===== src/rtl/ram_sp_initiator.sv =====
// Master-side sequencer for a single-port RAM. It accepts single-word writes and
// 1..4-word read bursts, and it owns all RAM pin timing.
module ram_sp_initiator #(
  parameter int ADDR_WIDTH = 6,
  parameter int DATA_WIDTH = 16,
  parameter int LEN_WIDTH  = 2
) (
  input  logic                  clk,
  input  logic                  rst_n,
  input  logic                  ce,
  input  logic                  req_valid,
  output logic                  req_ready,
  input  logic                  req_we,
  input  logic [ADDR_WIDTH-1:0] req_addr,
  input  logic [LEN_WIDTH-1:0]  req_len,
  input  logic [DATA_WIDTH-1:0] req_wdata,
  output logic                  rd_valid,
  input  logic                  rd_ready,
  output logic [DATA_WIDTH-1:0] rd_data,
  output logic                  rd_last,
  output logic                  wr_done,
  output logic                  busy,
  output logic [ADDR_WIDTH-1:0] ram_add,
  output logic [DATA_WIDTH-1:0] ram_data_in,
  output logic                  ram_r_w,
  output logic                  ram_enable,
  output logic                  ram_ce,
  input  logic [DATA_WIDTH-1:0] ram_data_out
);

  typedef enum logic [1:0] {
    S_IDLE     = 2'd0,
    S_WRITE    = 2'd1,
    S_RD_ISSUE = 2'd2,
    S_RD_DATA  = 2'd3
  } state_t;

  state_t                r_state;
  state_t                w_next_state;
  logic [ADDR_WIDTH-1:0] r_addr;
  logic [DATA_WIDTH-1:0] r_wdata;
  logic [LEN_WIDTH-1:0]  r_beats_left;
  logic                  r_wr_done;

  logic w_accept;
  logic w_rd_handshake;
  logic w_last_beat;

  assign w_last_beat    = (r_beats_left == '0);
  assign w_accept       = req_valid & req_ready;
  assign w_rd_handshake = rst_n & ce & (r_state == S_RD_DATA) & rd_ready;

  // NOTE: sequential state uses non-blocking assignments so every register
  // samples pre-edge values, independent of process evaluation order.
  always_ff @(posedge clk) begin
    if (!rst_n) begin
      r_state <= S_IDLE;
    end else if (ce) begin
      r_state <= w_next_state;
    end
  end

  // NOTE: every combinational output gets a default first, so no path can
  // leave a signal unassigned and infer a latch.
  always_comb begin
    w_next_state = r_state;
    case (r_state)
      S_IDLE: begin
        if (w_accept) w_next_state = req_we ? S_WRITE : S_RD_ISSUE;
      end
      S_WRITE:    w_next_state = S_IDLE;
      S_RD_ISSUE: w_next_state = S_RD_DATA;
      S_RD_DATA: begin
        if (rd_ready) w_next_state = w_last_beat ? S_IDLE : S_RD_ISSUE;
      end
      default:    w_next_state = S_IDLE;
    endcase
  end

  always_ff @(posedge clk) begin
    if (!rst_n) begin
      r_addr       <= '0;
      r_wdata      <= '0;
      r_beats_left <= '0;
      r_wr_done    <= 1'b0;
    end else if (ce) begin
      r_wr_done <= (r_state == S_WRITE);
      if (w_accept) begin
        r_addr <= req_addr;
        if (req_we) begin
          r_wdata <= req_wdata;
        end else begin
          r_beats_left <= req_len;
        end
      end else if (w_rd_handshake && !w_last_beat) begin
        // Address wraps modulo 2**ADDR_WIDTH through natural overflow.
        r_addr       <= r_addr + ADDR_WIDTH'(1);
        r_beats_left <= r_beats_left - LEN_WIDTH'(1);
      end
    end
  end

  always_comb begin
    req_ready   = 1'b0;
    rd_valid    = 1'b0;
    rd_last     = 1'b0;
    busy        = 1'b0;
    ram_add     = '0;
    ram_data_in = '0;
    ram_r_w     = 1'b0;
    ram_enable  = 1'b0;
    if (rst_n) begin
      busy = (r_state != S_IDLE);
      case (r_state)
        S_IDLE: req_ready = ce;
        S_WRITE: begin
          ram_enable  = 1'b1;
          ram_r_w     = 1'b1;
          ram_add     = r_addr;
          ram_data_in = r_wdata;
        end
        S_RD_ISSUE: begin
          ram_enable = 1'b1;
          ram_add    = r_addr;
        end
        S_RD_DATA: begin
          rd_valid = 1'b1;
          rd_last  = w_last_beat;
          ram_add  = r_addr;
        end
        default: ;
      endcase
    end
  end

  // The RAM output register holds read data, so no local copy is kept.
  assign rd_data = ram_data_out;
  assign wr_done = r_wr_done & ce & rst_n;
  assign ram_ce  = ce;

endmodule


===== config.mk =====
export PLATFORM = sky130hd
export DESIGN_NAME = ram_sp_initiator
export DESIGN_NICKNAME = d
export VERILOG_FILES = /design/src/rtl/ram_sp_initiator.sv
export SDC_FILE = /design/constraint.sdc
export NUM_CORES = 1
export LEC_CHECK = 0
export CELL_PAD_IN_SITES_DETAIL_PLACEMENT = 0
export CELL_PAD_IN_SITES_GLOBAL_PLACEMENT = 1
export CORE_ASPECT_RATIO = 0.9
export CORE_UTILIZATION = 28
export DETAILED_ROUTE_END_ITERATION = 8
export GPL_ROUTABILITY_DRIVEN = 0
export PLACE_DENSITY_LB_ADDON = 0.08
export SLEW_MARGIN = 20
export SYNTH_ARGS = -nofsm -noshare
export SYNTH_HDL_FRONTEND = slang
export SYNTH_SLANG_ARGS = --single-unit
export TNS_END_PERCENT = 5

===== constraint.sdc =====
create_clock -name clk -period 3.08 [get_ports clk]
set_input_delay 0.616 -clock clk [delete_from_list [all_inputs] [get_ports clk]]
set_output_delay 0.616 -clock clk [all_outputs]
set_load 0.05 [all_outputs]

==> impl_metrics.toml <==
[clocking]
tritoncts = "done"
clock_sinks = 27
root_buffer = "clkbuf_8"
cts_resized = 0
cts_buffer_depth = 2
cts_max_level = 1
clk_latency_ns = 0.28
cts_hold_buf = 0
clkTransAtPathRegs_ns = 0.10
cts_setup_buffers = 0
cts_buffers = 3

[worst_setup_path]
end_kind = "output pin"
rrSetupSlack_ns = 1.22
critPathArrivalTime_ns = 1.80
crit_fanout = 30
rr_worst_depth = 6
r2r_start = "r_state[0]$_SDFFE_PN0P_"
worstSetupStartpointType = "primary input"
reg2reg_to = "r_wdata[1]$_SDFFE_PN0P_"
worstPathRequired_ns = 2.46
critPathKind = "in2out"

[drt]
routedWlPerCell_um = 13.1
drtIter0Drc = 36
drt_first_pass_iters = 4
routed_wl_um = 4070
ant_nets = 0
num_vias = 1468
drt-vias-per-instance = 4.72
drc = 0

[logic_synthesis]
synth_seq_cells = 27
synthArstFlopShare = 0
synthSimpleGateAreaFrac = 0.286
synthXorXnorAreaFrac = 0.0271
synth_compound_area_frac = 0.149
synth_edf_count = 0
yosys_warnings = 0
synth_cell_types = 32
yosysTopAreaCell = "dfxtp_1"
syn_area_um2 = 1620
synth_top_family_by_area = "simple AND/OR/NAND/NOR gates"
syn-num-nets = 257
synth_top_flop_cell = "dfxtp_1"
ys_seq_area_frac = 0.334
syn_avg_cell_area_um2 = 7.89
synth.area.top_cells = "dfxtp_1 33%, nand2_1 9.5%, buf_4 8.8%"
synth_fa_ha_area_frac = 0.0464
synthMuxAreaShare = 0.0255
synth_top_area_frac = 0.334
synth_cells = 205

[die]
die_area_um2 = 6080
io_pins = 92
fp.dieH_um = 74.1
rows = 25
die_w_um = 82.1
core_um2 = 5410
initial_core_util = 0.299

[status]
status = "finished clean"

[global_routing]
grt_max_degree = 31
grt_pass1_vias = 1358
grt_pass1_wl_um = 6580
grt_overflow = 0
met1_usage = 0.178
track_usage = 0.142
top_usage_layer = "met2"
gr-usage-met2 = 0.229
use_met3 = 0.0479
grt_antenna_before_repair = 0

[timing]
rsz0062_at_grt = "false"
layout_min_cycle_time_ns = 2.41
min_period_over_period = 0.784
setup_viol = 0
skew_ns = 0.00692
slew_viol_final = 0
worst_slew_pin_slew_ns = 0.601
setup_tns_ns = 0
fmaxAchievable_mhz = 414
hold_violations = 0
relSlewSlack = 0.598

[placed_design]
io_buffer_count = 59
dp.cells = 307
place_hpwl_um = 2950

[power]
p_leak_uw = 0.000995
powerDensity_nw_per_um2 = 303
ir_drop_mv = 0.169

[min_path]
hold_depth = 2
min_to = "r_wdata[14]$_SDFFE_PN0P_"
worstHoldStart = "r_wdata[14]$_SDFFE_PN0P_"
worstHoldPathType = "reg2reg"

[cells_and_area]
instances_no_fill = 311
n_antenna_cell = 0
final_layout_size_suffix_gt1_frac = 0.176
final_common_cell = "nand2_1"
area_growth_pct = 53.6
final_nets = 297
final_cell_mix = "41 x nand2_1, 29 x clkdlybuf4s50_1, 29 x buf_12"

[run]
maxCapViolations = 0
## registers in the layout, summed over array words and instances (netlist names)
signal        cells
r_beats_left      2
r_wr_done         1
r_state           2
r_wdata          16
r_addr            6
## worst max-delay path: stages
cell and delay [ns]:
clkdlybuf4s50_1 0.49, buf_4 0.27, and3_1 0.26, buf_12 0.15
## per-stage QoR
step | power (uW) | util | hold WS [ns] | setup WS [ns] | instance area (um^2)
2_1_floorplan | 519 | - | 0.439 | 0.330 | 1620
3_3_place_gp | 545 | 0.449 | 0.448 | 0.647 | 2430
4_1_cts | 769 | 0.459 | 0.467 | 0.652 | 2480
6_report | 752 | 0.459 | 0.464 | 0.665 | 2480
3_5_place_dp | 544 | 0.449 | 0.453 | 0.642 | 2430
5_1_grt | 795 | 0.459 | 0.487 | 0.575 | 2480
## cells in the mapped netlist (2+ instances only)
cell,n
nor3_1,7
dfxtp_1,27
and3_1,19
buf_2,3
nor2b_1,3
buf_4,19
a21oi_1,9
nand2_1,41
mux2i_1,3
clkbuf_1,7
a21boi_0,16
and2_1,9
ha_1,6
nand3_1,2
xnor2_1,3
o21ai_0,8
xor2_1,2
inv_1,7
## per-layer routing
layer,vias up,wire [um]
li1,752,-
met1,658,1950
met2,38,1800
met3,20,247
met4,0,71
met5,-,0
## final cells by class
type                       instances  area (um^2)
fill                             556         2930
timing repair buffer              64          916
multi-input combinational        141          862
sequential                        27          541
tap                               67         83.8
clock buffer                       3         41.3
inverter                           8         30.0
clock inverter                     1         8.76
## cell families (layout without fill, tap and decap cells)
kind of cell               count (synthesis)  after routing
AOI/OAI and AO/OA                         37             37
xor gates and xnor gates                   5              5
buffers and inverters                     37             76
and+or+nand+nor                           89             89
DFF                                       27             27
muxes                                      4              4
adders and majority gates                  6              6
## how the worst max path moves through the flow
stage	from	to	slack, ns	depth (start not counted)
global placement	rst_n	ram_data_in[9]	0.65	4
finish	rst_n	ram_data_in[10]	0.67	4
global route	r_state[0]$_SDFFE_PN0P_	ram_add[3]	0.58	6
detailed placement	rst_n	r_wdata[1]$_SDFFE_PN0P_	0.64	6
CTS	rst_n	ram_data_in[10]	0.65	4
floorplan	rst_n	ram_add[0]	0.33	3
## where the power goes
| group | internal, uW | total (uW) | switching, uW |
|---|---|---|---|
| Clock | 95.1 | 218 | 123 |
| Combinational | 84.0 | 163 | 78.8 |
| Sequential | 362 | 372 | 9.47 |
Note: power is estimated with default switching activity, not from simulation.
